`src/rtl/alu_pkg.sv`:
```
// Shared ALU definitions: decoder operation codes, execution FSM states and
// the shift-amount width used by the iterative shifter.
package alu_pkg;

  typedef enum logic [2:0] {
    ALU_ADD = 3'b000,
    ALU_SUB = 3'b001,
    ALU_AND = 3'b010,
    ALU_OR  = 3'b011,
    ALU_SLL = 3'b100,
    ALU_SLT = 3'b101,
    ALU_SRL = 3'b110,
    ALU_SRA = 3'b111
  } alu_ctrl_e;

  typedef enum logic [1:0] {
    ST_IDLE  = 2'd0,
    ST_SHIFT = 2'd1,
    ST_DONE  = 2'd2
  } alu_state_e;

  localparam int SHAMT_W = 5;

  function automatic logic is_shift(input alu_ctrl_e c);
    return (c == ALU_SLL) || (c == ALU_SRL) || (c == ALU_SRA);
  endfunction

endpackage

```
`src/rtl/alu_shifter.sv`:
```
// Iterative one-bit-per-cycle shifter: holds the operand, the remaining shift
// count and the shift mode; next_value is the value after the coming shift.
module alu_shifter
  import alu_pkg::*;
#(
  parameter int WIDTH = 32
) (
  input  logic               clk,
  input  logic               rst,
  input  logic               load,
  input  alu_ctrl_e          mode_in,
  input  logic [WIDTH-1:0]   operand,
  input  logic [SHAMT_W-1:0] shamt,
  output logic [WIDTH-1:0]   next_value,
  output logic               last
);

  logic [WIDTH-1:0]   value;
  logic [SHAMT_W-1:0] count;
  alu_ctrl_e          mode;

  always_comb begin
    next_value = '0;
    case (mode)
      ALU_SLL: next_value = {value[WIDTH-2:0], 1'b0};
      ALU_SRA: next_value = {value[WIDTH-1], value[WIDTH-1:1]};
      default: next_value = {1'b0, value[WIDTH-1:1]};
    endcase
  end

  // last is high during the cycle whose closing edge performs the final shift
  assign last = (count == SHAMT_W'(1));

  always_ff @(posedge clk or posedge rst) begin
    if (rst) begin
      value <= '0;
      count <= '0;
      mode  <= ALU_SLL;
    end else if (load) begin
      value <= operand;
      count <= shamt;
      mode  <= mode_in;
    end else if (count != '0) begin
      value <= next_value;
      count <= count - SHAMT_W'(1);
    end
  end

endmodule

```
`src/rtl/alu_exec_unit.sv`:
```
// ALU execution unit: single-cycle arithmetic/logic ops, multi-cycle shifts,
// result held in DONE until the consumer takes it.
module alu_exec_unit
  import alu_pkg::*;
#(
  parameter int WIDTH = 32
) (
  input  logic             clk,
  input  logic             rst,
  input  logic             in_valid,
  output logic             in_ready,
  input  logic [2:0]       alu_control,
  input  logic [WIDTH-1:0] src_a,
  input  logic [WIDTH-1:0] src_b,
  output logic             out_valid,
  input  logic             out_ready,
  output logic [WIDTH-1:0] result,
  output logic             zero,
  output logic             negative,
  output logic             carry,
  output logic             overflow,
  output alu_state_e       dbg_state
);

  // Handshake: a transfer happens on a rising edge where valid && ready are
  // both high; valid, once raised, holds its payload stable until that edge.
  alu_state_e         state;
  alu_ctrl_e          op;
  logic [SHAMT_W-1:0] shamt;
  logic               accept;
  logic               start_shift;
  logic               sub;
  logic [WIDTH-1:0]   b_eff;
  logic [WIDTH:0]     sum;
  logic [WIDTH-1:0]   op_result;
  logic               op_carry;
  logic               op_ovf;
  logic [WIDTH-1:0]   sh_next;
  logic               sh_last;

  assign op          = alu_ctrl_e'(alu_control);
  assign shamt       = src_b[SHAMT_W-1:0];
  assign in_ready    = (state == ST_IDLE);
  assign out_valid   = (state == ST_DONE);
  assign dbg_state   = state;
  assign accept      = in_valid && in_ready;
  assign start_shift = accept && is_shift(op) && (shamt != '0);

  always_comb begin
    sub       = (op == ALU_SUB);
    b_eff     = sub ? ~src_b : src_b;
    sum       = {1'b0, src_a} + {1'b0, b_eff} + {{WIDTH{1'b0}}, sub};
    op_result = '0;
    op_carry  = 1'b0;
    op_ovf    = 1'b0;
    case (op)
      ALU_ADD, ALU_SUB: begin
        op_result = sum[WIDTH-1:0];
        op_carry  = sum[WIDTH];
        op_ovf    = (src_a[WIDTH-1] == b_eff[WIDTH-1]) &&
                    (sum[WIDTH-1] != src_a[WIDTH-1]);
      end
      ALU_AND: op_result = src_a & src_b;
      ALU_OR:  op_result = src_a | src_b;
      ALU_SLT: op_result = {{(WIDTH-1){1'b0}}, ($signed(src_a) < $signed(src_b))};
      // shifts reaching here have a zero shift amount
      default: op_result = src_a;
    endcase
  end

  alu_shifter #(.WIDTH(WIDTH)) u_shifter (
    .clk        (clk),
    .rst        (rst),
    .load       (start_shift),
    .mode_in    (op),
    .operand    (src_a),
    .shamt      (shamt),
    .next_value (sh_next),
    .last       (sh_last)
  );

  always_ff @(posedge clk or posedge rst) begin
    if (rst) begin
      state    <= ST_IDLE;
      result   <= '0;
      zero     <= 1'b0;
      negative <= 1'b0;
      carry    <= 1'b0;
      overflow <= 1'b0;
    end else begin
      case (state)
        ST_IDLE: begin
          if (start_shift) begin
            state <= ST_SHIFT;
          end else if (accept) begin
            state    <= ST_DONE;
            result   <= op_result;
            zero     <= (op_result == '0);
            negative <= op_result[WIDTH-1];
            carry    <= op_carry;
            overflow <= op_ovf;
          end
        end
        ST_SHIFT: begin
          if (sh_last) begin
            state    <= ST_DONE;
            result   <= sh_next;
            zero     <= (sh_next == '0);
            negative <= sh_next[WIDTH-1];
            carry    <= 1'b0;
            overflow <= 1'b0;
          end
        end
        ST_DONE: begin
          if (out_ready) state <= ST_IDLE;
        end
        default: state <= ST_IDLE;
      endcase
    end
  end

endmodule

```
`config.mk`:
```
export PLATFORM = sky130hd
export DESIGN_NAME = alu_exec_unit
export DESIGN_NICKNAME = d
export VERILOG_FILES = /design/src/rtl/alu_pkg.sv /design/src/rtl/alu_shifter.sv /design/src/rtl/alu_exec_unit.sv
export SDC_FILE = /design/constraint.sdc
export NUM_CORES = 1
export LEC_CHECK = 0
export BUFFER_PORTS_ARGS = -buffer_cell sky130_fd_sc_hd__buf_2
export CAP_MARGIN = 20
export CORE_MARGIN = 2
export CORE_UTILIZATION = 38
export DETAILED_ROUTE_END_ITERATION = 6
export GPL_ROUTABILITY_DRIVEN = 1
export PLACE_DENSITY_LB_ADDON = 0.12
export SYNTH_ARGS = -nofsm -noshare
export SYNTH_HDL_FRONTEND = slang
export SYNTH_HIERARCHICAL = 1
export SYNTH_SLANG_ARGS = --single-unit
```
`constraint.sdc`:
```
create_clock -name clk -period 2.1 [get_ports clk]
set_input_delay 0.63 -clock clk [delete_from_list [all_inputs] [get_ports clk]]
set_output_delay 0.63 -clock clk [all_outputs]
set_load 0.02 [all_outputs]
```
==> reports/metrics.yaml <==
max_cap_violations: 0
routedWlPerCell_um: 19.7
fin_nets: 1952
synthCells: 1270
end_kind: "flip-flop"
timing.hold.ws_ns: 0.409
clockBufferDepth: 2
hold_viol_final: 0
drtIter0Drc: 868
antenna_found_initial: 0
yosysTopAreaCell: "dfrtp_1"
synth_cell_types: 77
seq_power_share: 0.194
htreeDepth: 3
rows: 59
clkLatencyLatePin_ns: 0.34
cts_buffers: 9
grt_max_degree: 48
crit_arrival_ns: 3.93
utilization: 0.608
place.gp.congestion: 0.979
place_hpwl_mm: 31.4
port_buffers: 110
die-area_sq_um: 27900
register_area_sq_um: 1930
vias: 11600
post_route_cells_drive_above_1_share: 0.461
worstReg2RegStart: "u_shifter/mode[2]"
cp.required_ns: 2.37
p_leak_nw: 7.48
drc_errors: 0
ir_drop_mv: 0.865
p_per_area_nw_per_um2: 907
cts_sinks: 77
drv_slew: 0
core-area_sq_um: 26100
r2r-end: "zero"
fill_cells: 2349
power_switching_share: 0.447
ys_warn_count: 6
skew_ns: 0.00836
combPwrFrac: 0.697
viasPerCell: 5.56
synth-edff-count: 0
synth_seq_cells: 77
crit_start: "alu_control[1]"
wl_mm: 41.1
dr.pass1.iters: 5
post-route-min-period_ns: 3.65
rr_worst_depth: 8
io_pins: 111
rsz0062_at_grt: "yes"
fp.dieH_um: 167
post-place-ws_ns: -2.05
synth_seq_area_share: 0.191
setup_viol: 35
p_switching_mw: 6.43
track_usage: 0.282
critPathLaunchType: "primary input"
clockPowerShare: 0.109
r2r_slack_ns: -0.62
final_common_cell: "buf_4"
synth.avg_cell_area_sq_um: 7.96
clk_pin_slew_ns: 0.06
yosys.area.top_type_share: 0.188
ys.flop_type: "dfrtp_1"
status: "finished with violations"
die_x_um: 167
slew_headroom: 0.453
final_cell_mix: "buf_4 (402), nand2_1 (145), ha_1 (118), buf_2 (99), inv_1 (87)"
path_class: "in -> reg"
hold_path.class: "in -> async"
cts_tree: "built"
violations: "negative setup slack"
synth.area.top_cells: "dfrtp_1 (19%), ha_1 (17%), nand2_1 (5.9%)"
area_growth_pct: 56.8
path_max_fanout: 3
internal-power_mw: 7.95
grt_overflow_total: 0
grt_pass1_vias: 11100
antenna_left: 0
synth.cell_area_sq_um: 10100
grt_pass1_wl_mm: 62.1
multi_input_area_sq_um: 8760
setup-tns-final_ns: -39.54
start_util: 0.388
antenna_cells: 0
syn-num-nets: 1479
cts-root-buf: "clkbuf_16"
dpl-instance-area_sq_um: 13800
final_area_sq_um: 15900
worst_pin_slew_ns: 0.819
min_period_over_period: 1.74
fmax_ghz: 0.274
fin_ws_ns: -1.55
synth-async-reset-ratio: 1.00
stage by stage:
step	power, mW	std cells
2_1_floorplan	8.09	1270
3_3_place_gp	11.5	2013
3_5_place_dp	11.6	2013
4_1_cts	13.9	2059
5_1_grt	15.3	2083
6_report	14.4	2083
Yosys cell counts, types with 4 or more instances:
| master | number |
|---|---|
| a22o_1 | 32 |
| a221oi_1 | 11 |
| nor2_1 | 66 |
| or3_1 | 7 |
| o211ai_1 | 13 |
| inv_1 | 100 |
| ha_1 | 137 |
| xnor2_1 | 40 |
| buf_2 | 14 |
| mux2i_1 | 14 |
| and2_1 | 36 |
| xor2_1 | 9 |
| o21ai_1 | 4 |
| o21a_1 | 7 |
| a21oi_1 | 88 |
| a2111oi_0 | 4 |
| nand2b_1 | 5 |
| nand2_1 | 158 |
| buf_1 | 8 |
| buf_6 | 10 |
| o31ai_2 | 20 |
| nor2b_1 | 15 |
| a221oi_2 | 25 |
| o31ai_1 | 23 |
| a211oi_1 | 9 |
| a21o_1 | 20 |
| nand4_1 | 10 |
| nand3_1 | 12 |
| o221ai_1 | 4 |
| o22ai_1 | 13 |
| o21ai_0 | 102 |
| dfrtp_1 | 76 |
| mux2_2 | 6 |
| a21boi_0 | 8 |
| a31oi_1 | 6 |
| clkbuf_1 | 41 |
| nor4_1 | 18 |
| a211o_1 | 6 |
| or4_1 | 6 |
| o21bai_1 | 13 |
| nor3_1 | 19 |
power by group through the flow:
stage | Clock, mW | Combinational [mW] | Sequential [mW]
after global routing | 1.65 | 10.7 | 2.87
after global placement | 0 | 8.73 | 2.78
after detailed placement | 0 | 8.82 | 2.78
after CTS | 1.59 | 9.52 | 2.77
after floorplan | 0 | 5.01 | 3.08
final | 1.56 | 10.0 | 2.79
cells by family after synthesis:
family                   share of synthesized area
multiplexers                                0.0205
XOR/XNOR                                    0.0425
buffers and inverters                       0.0796
flip-flops                                   0.191
AO/OA/AOI/OAI                                0.317
adder cells (fa/ha/maj)                      0.172
AND/OR/NAND/NOR                              0.179
worst max-delay path: stages:
cell	delay, ns
buf_6	0.09
nand2b_4	0.16
nor2_4	0.17
buf_6	0.13
xnor2_2	0.11
inv_1	0.08
fa_2	0.36
nand3b_1	0.26
a211oi_4	0.37
nor2_2	0.07
buf_4	0.14
a21oi_2	0.12
xor2_1	0.09
a221oi_2	0.35
o211ai_1	0.18
nor4_2	0.33
nand4_1	0.13
o21ai_1	0.14
timing repair:
item                                    4_1_cts  5_1_grt
setup buffers                                33       26
pin swaps                                    69       71
endpoints found under the hold margin         0        0
resized for setup                           194       87
cloned                                        2        2
hold buffers                                  0        0
endpoints found under the setup margin       74       66
routing by layer:
layer / GRT usage / vias to the layer above / part of all wire
met1: 0.367 / 5531 / 0.43
met4: 0.132 / 0 / 0.052
met5: 0 / - / 0
li1: - / 5556 / -
met2: 0.464 / 392 / 0.47
met3: 0.0364 / 99 / 0.050
area by class of cell:
type / count / area share
Clock buffer: 14 / 0.0160
Clock inverter: 2 / 0.00221
Inverter: 100 / 0.0259
Multi-Input combinational cell: 1016 / 0.552
Sequential cell: 77 / 0.122
Tap cell: 335 / 0.0264
Timing Repair Buffer: 539 / 0.256
flip-flops by register name (all words and copies together) (netlist names):
| name | cells |
|---|---|
| zero | 1 |
| overflow | 1 |
| u_shifter/value | 32 |
| result | 32 |
| carry | 1 |
| dbg_state | 2 |
| u_shifter/count | 5 |
| u_shifter/mode | 3 |
worst max path at each step:
stage,depth (start not counted),endpoint
CTS,17,result[30]
detailed placement,17,result[30]
finish,18,zero
floorplan,17,zero
global placement,16,zero
global route,18,zero
Power figures use the tool's default switching activity.
